--- config.mk ---
export PLATFORM = sky130hd
export DESIGN_NAME = serial_add_ctrl_flat
export DESIGN_NICKNAME = d
export VERILOG_FILES = /design/src/rtl/serial_add_pkg.sv /design/src/rtl/serial_add_if.sv /design/src/rtl/half_add.sv /design/src/rtl/serial_add_ctrl_fa_cell.sv /design/src/rtl/serial_add_ctrl.sv /design/src/flat_wrapper.sv
export SDC_FILE = /design/constraint.sdc
export NUM_CORES = 1
export LEC_CHECK = 0
export ABC_CLOCK_PERIOD_IN_PS = 2000
export CORE_UTILIZATION = 61
export DETAILED_ROUTE_END_ITERATION = 8
export DONT_BUFFER_PORTS = 1
export PLACE_DENSITY = 0.81
export SETUP_SLACK_MARGIN = 0.1
export SLEW_MARGIN = 20
export SYNTH_ARGS = -nofsm -noshare
export SYNTH_HDL_FRONTEND = slang
export SYNTH_SLANG_ARGS = --single-unit
--- constraint.sdc ---
create_clock -name clk -period 2 [get_ports clk]
set_input_delay 0.2 -clock clk [delete_from_list [all_inputs] [get_ports clk]]
set_output_delay 0.2 -clock clk [all_outputs]
set_load 0.01 [all_outputs]
--- src/rtl/serial_add_pkg.sv ---
// Shared types and constants for the bit-serial adder controller.
package serial_add_pkg;

  typedef enum logic [1:0] {
    IDLE = 2'd0,
    RUN  = 2'd1,
    DONE = 2'd2
  } state_t;

  localparam int DEFAULT_WIDTH = 8;

endpackage

--- src/rtl/serial_add_if.sv ---
// Request/result bundle between a requester and serial_add_ctrl.
interface serial_add_if
  import serial_add_pkg::*;
#(
  parameter int WIDTH = DEFAULT_WIDTH
);
  logic             start;
  logic [WIDTH-1:0] a;
  logic [WIDTH-1:0] b;
  logic             busy;
  logic             done;
  logic [WIDTH-1:0] sum;
  logic             cout;

  modport master (output start, a, b, input busy, done, sum, cout);
  modport slave  (input start, a, b, output busy, done, sum, cout);
endinterface

--- src/rtl/half_add.sv ---
// Half-adder cell shared across the arithmetic blocks.
module half_add (
  input  logic x,
  input  logic y,
  output logic s,
  output logic c
);
  assign s = x ^ y;
  assign c = x & y;
endmodule

--- src/rtl/serial_add_ctrl_fa_cell.sv ---
// Combinational full adder built from two half-adder cells.
module fa_cell (
  input  logic x,
  input  logic y,
  input  logic ci,
  output logic s,
  output logic co
);
  logic s0;
  logic c0;
  logic c1;

  half_add u_ha0 (.x(x),  .y(y),  .s(s0), .c(c0));
  half_add u_ha1 (.x(s0), .y(ci), .s(s),  .c(c1));

  assign co = c0 | c1;
endmodule

--- src/rtl/serial_add_ctrl.sv ---
// Bit-serial adder: one full-adder cell, LSB first, one bit per clock.
//   state | meaning
//   IDLE  | waiting for start; operands captured on accept
//   RUN   | one operand bit per cycle through the adder cell
//   DONE  | one-cycle done pulse, result presented on sum/cout
module serial_add_ctrl
  import serial_add_pkg::*;
#(
  parameter int WIDTH = DEFAULT_WIDTH
) (
  input  logic         clk,
  input  logic         rst_n,
  serial_add_if.slave  bus
);
  localparam int CNT_W = (WIDTH > 1) ? $clog2(WIDTH) : 1;

  state_t             state;
  state_t             state_nxt;
  logic [WIDTH-1:0]   a_sr;
  logic [WIDTH-1:0]   b_sr;
  logic [WIDTH-1:0]   res_sr;
  logic [WIDTH-1:0]   res_nxt;
  logic               carry;
  logic [CNT_W-1:0]   cnt;
  logic               ready;
  logic               load;
  logic               shift;
  logic               last;
  logic               fa_s;
  logic               fa_co;
  logic               busy_q;
  logic               done_q;
  logic [WIDTH-1:0]   sum_q;
  logic               cout_q;

  fa_cell u_fa (.x(a_sr[0]), .y(b_sr[0]), .ci(carry), .s(fa_s), .co(fa_co));

  assign last    = (cnt == CNT_W'(WIDTH - 1));
  assign res_nxt = WIDTH'({fa_s, res_sr} >> 1);

  always_ff @(posedge clk or negedge rst_n) begin
    if (!rst_n) state <= IDLE;
    else        state <= state_nxt;
  end

  always_comb begin
    state_nxt = state;
    load      = 1'b0;
    shift     = 1'b0;
    case (state)
      IDLE: begin
        if (bus.start && ready) begin
          load      = 1'b1;
          state_nxt = RUN;
        end
      end
      RUN: begin
        shift = 1'b1;
        if (last) state_nxt = DONE;
      end
      DONE:    state_nxt = IDLE;
      default: state_nxt = IDLE;
    endcase
  end

  // ready masks start on the first edge after reset release
  always_ff @(posedge clk or negedge rst_n) begin
    if (!rst_n) begin
      a_sr   <= '0;
      b_sr   <= '0;
      res_sr <= '0;
      carry  <= 1'b0;
      cnt    <= '0;
      ready  <= 1'b0;
      busy_q <= 1'b0;
      done_q <= 1'b0;
      sum_q  <= '0;
      cout_q <= 1'b0;
    end else begin
      ready  <= 1'b1;
      busy_q <= (state_nxt == RUN);
      done_q <= (state_nxt == DONE);
      if (load) begin
        a_sr   <= bus.a;
        b_sr   <= bus.b;
        res_sr <= '0;
        carry  <= 1'b0;
        cnt    <= '0;
      end else if (shift) begin
        a_sr   <= a_sr >> 1;
        b_sr   <= b_sr >> 1;
        res_sr <= res_nxt;
        carry  <= fa_co;
        cnt    <= cnt + CNT_W'(1);
        if (last) begin
          sum_q  <= res_nxt;
          cout_q <= fa_co;
        end
      end
    end
  end

  assign bus.busy = busy_q;
  assign bus.done = done_q;
  assign bus.sum  = sum_q;
  assign bus.cout = cout_q;
endmodule

--- src/flat_wrapper.sv ---
// flat-port wrapper written by rule: the top's interface ports become plain ports
module serial_add_ctrl_flat import serial_add_pkg::*;
#(
  parameter int WIDTH = DEFAULT_WIDTH
)
  (clk, rst_n, bus_start, bus_a, bus_b, bus_busy, bus_done, bus_sum, bus_cout);
  serial_add_if #(.WIDTH(WIDTH)) bus_i ();
  input  logic clk;
  input  logic rst_n;
  input wire logic [$bits(bus_i.start)-1:0] bus_start;
  input wire logic [$bits(bus_i.a)-1:0] bus_a;
  input wire logic [$bits(bus_i.b)-1:0] bus_b;
  output wire logic [$bits(bus_i.busy)-1:0] bus_busy;
  output wire logic [$bits(bus_i.done)-1:0] bus_done;
  output wire logic [$bits(bus_i.sum)-1:0] bus_sum;
  output wire logic [$bits(bus_i.cout)-1:0] bus_cout;
  assign bus_i.start = bus_start;
  assign bus_i.a = bus_a;
  assign bus_i.b = bus_b;
  assign bus_busy = bus_i.busy;
  assign bus_done = bus_i.done;
  assign bus_sum = bus_i.sum;
  assign bus_cout = bus_i.cout;
  serial_add_ctrl #(.WIDTH(WIDTH)) u_core (.clk(clk), .rst_n(rst_n), .bus(bus_i));
endmodule
# Word level (Yosys, flattened, before mapping)
# Cells that the tools add are included.
[totals] output_inout_bits=11 inputBits=19 romBits=0 elab_cells=42 reg_bits=42 latch_bits=0 n_memories=0 ram_bits=0
[classes] multipliers=0 eq_ne=4 magnitude_cmp=0 reduce_logical=4 shift=0 n_mux=16 addsub=1 div_mod_pow=0 bitwise_logic=6
[op_table] operator="$mux W8" count=6
[op_table] operator="$mux W3" count=2
[op_table] operator="$mux W1" count=5
[op_table] operator="$eq A2 B1 Y1 const B" count=2
[op_table] operator="$mux W2" count=2
[op_table] operator="$pmux W2 S2" count=1
[op_table] operator="$add A3 B1 Y3 const B" count=1
[op_table] operator="$eq A3 B3 Y1 const B" count=1
[op_table] operator="$reduce_and A3 Y1" count=1
[op_table] operator="$and A1 B1 Y1" count=2
[op_table] operator="$eq A2 B2 Y1 const B" count=1
[op_table] operator="$logic_not A2 Y1" count=1
[op_table] operator="$reduce_bool A2 Y1" count=1
[op_table] operator="$xor A1 B1 Y1" count=2
[op_table] operator="$logic_and A1 B1 Y1" count=1
[op_table] operator="$not A1 Y1" count=1
[op_table] operator="$or A1 B1 Y1" count=1

# Logic depth before layout (Yosys ltp)
[logic_depth] depth_word=5 ltp_mapped=6 ltp_nobuf=5

# Hierarchy
# From an unflattened synthesis, not the netlist that was laid out.
[hier_totals] cells_unflattened=168 hier_area_um2=1776.7
[modules_own_cells] mod="serial_add_ctrl" n_inst=1 area_each_um2=1745.4 seq_area_each_um2=1026.0 cells_per_inst=165
[modules_own_cells] mod="half_add" n_inst=2 area_each_um2=12.5 seq_area_each_um2=0.0 cells_per_inst=1
[modules_own_cells] mod="fa_cell" n_inst=1 area_each_um2=6.3 seq_area_each_um2=0.0 cells_per_inst=1

# Worst setup path after synthesis
# No wires, ideal clock.
[synth_timing] path_type="register to register" start="register u_core.cnt[0]" end="register u_core.sum_q[3], in the netlist u_core.bus.sum[3]" arrival_ns=1.400 stages_incl_launch_ff=6 path_buffers=1 setup_time_ns=0.125 slack_ns=0.475 period_less_slack_ns=1.525 t_required_ns=1.875 cell_sequence="dfrtp_1 -> ha_1 -> ha_1 -> nand3b_4 -> buf_2 -> mux2_2"
[synth_via] elab_chain_len=2
[synth_lines] item="start, declared" line="serial_add_ctrl.sv:24" source="logic [CNT_W-1:0] cnt;"
[synth_lines] item="start signal, assigned" line="serial_add_ctrl.sv:94" source="cnt <= cnt + CNT_W'(1);"
[synth_lines] item="$eq A3 B3 Y1" line="serial_add_ctrl.sv:38" source="assign last = (cnt == CNT_W'(WIDTH - 1));"
[synth_lines] item="$reduce_and A3 Y1 (no line)"
[synth_lines] item="end signal, assigned" line="serial_add_ctrl.sv:96" source="sum_q <= res_nxt;"
[synth_lines] item="end, declared" line="serial_add_ctrl.sv:33" source="logic [WIDTH-1:0] sum_q;"
# Every way passes these cells.
# A chain may end at the register's enable or synchronous reset.

# Worst setup path after layout
[layout_timing] start="register u_core.cnt[0]" end="register u_core.sum_q[1], in the netlist u_core.bus.sum[1]"
# The elaborated chain is that of the path after synthesis.

==> impl_metrics.csv <==
group,metric,value,unit
run_status,outcome,"completed",
synth,ys_ff_latch,41,
route,via_per_inst,5.782,
final_layout,final_common_cell,"nand2_1",
route,dr.first_iter.drc_count,40,
cts,numCtsBuffers,5,
global_routing,antenna_found_initial,0,
critical_path,critPathLaunchType,"flop",
timing,fmax,653.1,MHz
cts,cts_resized,0,
critical_path,regToRegSetupSlack,0.47,ns
pwr,power.density,1528,nW/um^2
min_path,worst_hold_path.num_cells,2,
floorplanning,start_util,0.6384,
pwr,p_leak,0.9202,nW
cts,clock_latency,0.35,ns
synth,synth_cells,167,
route,drt-wirelength-per-cell,14.33,um
timing,slew-limit-headroom,0.6149,
critical_path,worst_ep_required_time,2.24,ns
cts,cts_setup_buffers,0,
final_layout,final_cell_mix,"nand2_1 (46), dfrtp_1 (41), nand3_1 (13)",
critical_path,worst-r2r-cell-count,4,
route,drtAntennaViolNets,0,
timing,min_period_over_period,0.7656,
route,firstDrtPassIters,4,
critical_path,end_kind,"flop",
synth,ys_types,23,
timing,setup_viol,0,
floorplanning,core_area,2734,um^2
timing,finClkSkew,0.008713,ns
final_layout,nNetsFinal,196,
timing,hold_viol,0,
floorplanning,num_rows,19,
route,vias,1191,
min_path,min_to,"u_core.a_sr[2]",
synth,yosysSeqAreaShare,0.5878,
critical_path,critPathKind,"reg -> reg",
min_path,hold_path_class,"in -> reg",
synth,yosys_warnings,0,
timing,rsz0062_at_grt,"false",
cts,h-tree-depth,2,
timing,fin_tns_setup,0,ns
placement,place_congestion,0.7474,
synth,syn_area_per_cell,10.45,um^2
floorplanning,io_pins,30,
final_layout,drive_gt1_frac,0.1200,
global_routing,track_usage,0.2196,
placement,hpwlAfterDp,1894,um
critical_path,crit_path_start,"u_core.cnt[0]",
global_routing,grt_pass1_vias,1131,
timing,worst_pin_slew,0.5777,ns
cts,cts_hold_buf,9,
cts,ctsLongestPathBuffers,2,
global_routing,grt_max_degree,42,
global_routing,grt_pass1_wl,5085,um
cts,clockRootBuffer,"clkbuf_4",
min_path,hold_start,"bus_a[2]",
route,drcViolationCount,0,
critical_path,cp.arrival,1.77,ns
synth,syn_area,1745,um^2
floorplanning,die_x,55.49,um
pwr,vdd_ir_drop_max,1.079,mV
synth,synth_nets,189,
floorplanning,die_h,55.49,um
cts,cts_tree,"built",
global_routing,grt-ovfl-total,0,
route,drt_wl_total,2953,um
timing,fin_crit,1.531,ns
floorplanning,die_area,3079,um^2
job,maxCapViolCount,0,
critical_path,rr_endpoint,"u_core.bus.sum[1]",
final_layout,area_delta_synth_final,9.247,%
placement,io_buffers,0,
cts,cts.clk_slew.worst_paths,0.12,ns
cts,cts.sinks,41,
critical_path,r2r-start,"u_core.cnt[0]",
timing,slew_violations,0,
final_layout,final_util,0.6975,
critical_path,cp_max_fo,13,
final_layout,n_antenna_cell,0,
-- synthesized netlist by cell type (all sizes together) --
cell     count  area share
nand2       46       0.099
dfrtp       41        0.59
nand3       13       0.037
a31oi       12       0.043
nor2        12       0.026
buf          9       0.039
mux2         7       0.045
o21ai        7       0.020
inv          5       0.011
a221o        2       0.011
clkbuf       2      0.0043
ha           2       0.014
nor3         2      0.0057
and2b        1      0.0043
and4bb       1      0.0072
conb         1      0.0021
fa           1       0.011
nand2b       1      0.0036
nand3b       1       0.011
nand4bb      1       0.016
-- power breakdown --
part           switching, mW  total [mW]  internal (mW)
logic                  0.520       0.919          0.400
clock network          0.275       0.540          0.265
registers              0.265        1.46           1.19
total                   1.06        2.91           1.85
-- stage by stage --
stage	setup slack (ns)	total power [mW]	area (um^2)	cells	hold WS [ns]
6_report	0.4689	2.914	1907	206	0.004235
2_1_floorplan	0.4751	2.219	1745	167	-0.09559
5_1_grt	0.3212	3.151	1907	206	0.007044
3_5_place_dp	0.4951	2.368	1723	189	-0.09472
3_3_place_gp	0.5375	2.301	1723	189	-0.09461
4_1_cts	0.4688	2.940	1907	206	0.0002986
-- flip-flops by register name (all words and copies together), names as in the netlist --
name and flops:
u_core.a_sr 8, u_core.b_sr 8, u_core.bus.sum 8, u_core.res_sr 7, u_core.cnt 3, u_core.state 2, u_core.bus.busy 1, u_core.bus.cout 1
u_core.bus.done 1, u_core.carry 1, u_core.ready 1
-- worst max-delay path, stage by stage (launching register included) --
cell and delay [ns]:
dfrtp_1 0.43, ha_1 0.21, ha_1 0.24, nand3b_4 0.19
mux2_2 0.36
-- layer usage --
metal	wire, um	vias up	track usage
li1	-	571	-
met2	1496	31	0.3442
met5	0	-	0
met3	116	6	0.05152
met4	70	0	0.1250
met1	1270	583	0.2818
-- layout make-up --
class / instances / area [um^2]
clock buffer: 5 / 37.54
fill: 204 / 827.0
multi-input combinational: 110 / 624.3
sequential: 41 / 1026
inverter: 5 / 18.77
clock inverter: 3 / 46.29
timing repair buffer: 11 / 115.1
tap: 31 / 38.79
-- worst max path at each step --
| stage | to | slack [ns] | cells past startpoint |
|---|---|---|---|
| after floorplan | u_core.bus.sum[3] | 0.48 | 5 |
| after global placement | u_core.bus.sum[0] | 0.54 | 4 |
| after detailed placement | u_core.bus.sum[1] | 0.50 | 4 |
| after CTS | u_core.a_sr[5] | 0.47 | 4 |
| after global routing | u_core.a_sr[2] | 0.32 | 4 |
| final | u_core.bus.sum[1] | 0.47 | 4 |
-- kinds of logic after synthesis --
kind of cell    after synthesis  share of synthesized area
fa+ha+maj                     3                    0.02580
other cells                   1                   0.002148
simple gates                 78                     0.2100
buf+inv                      16                    0.05448
mux                           7                    0.04516
flops                        41                     0.5878
compound gates               21                    0.07455
(Power assumes the default switching activity.)
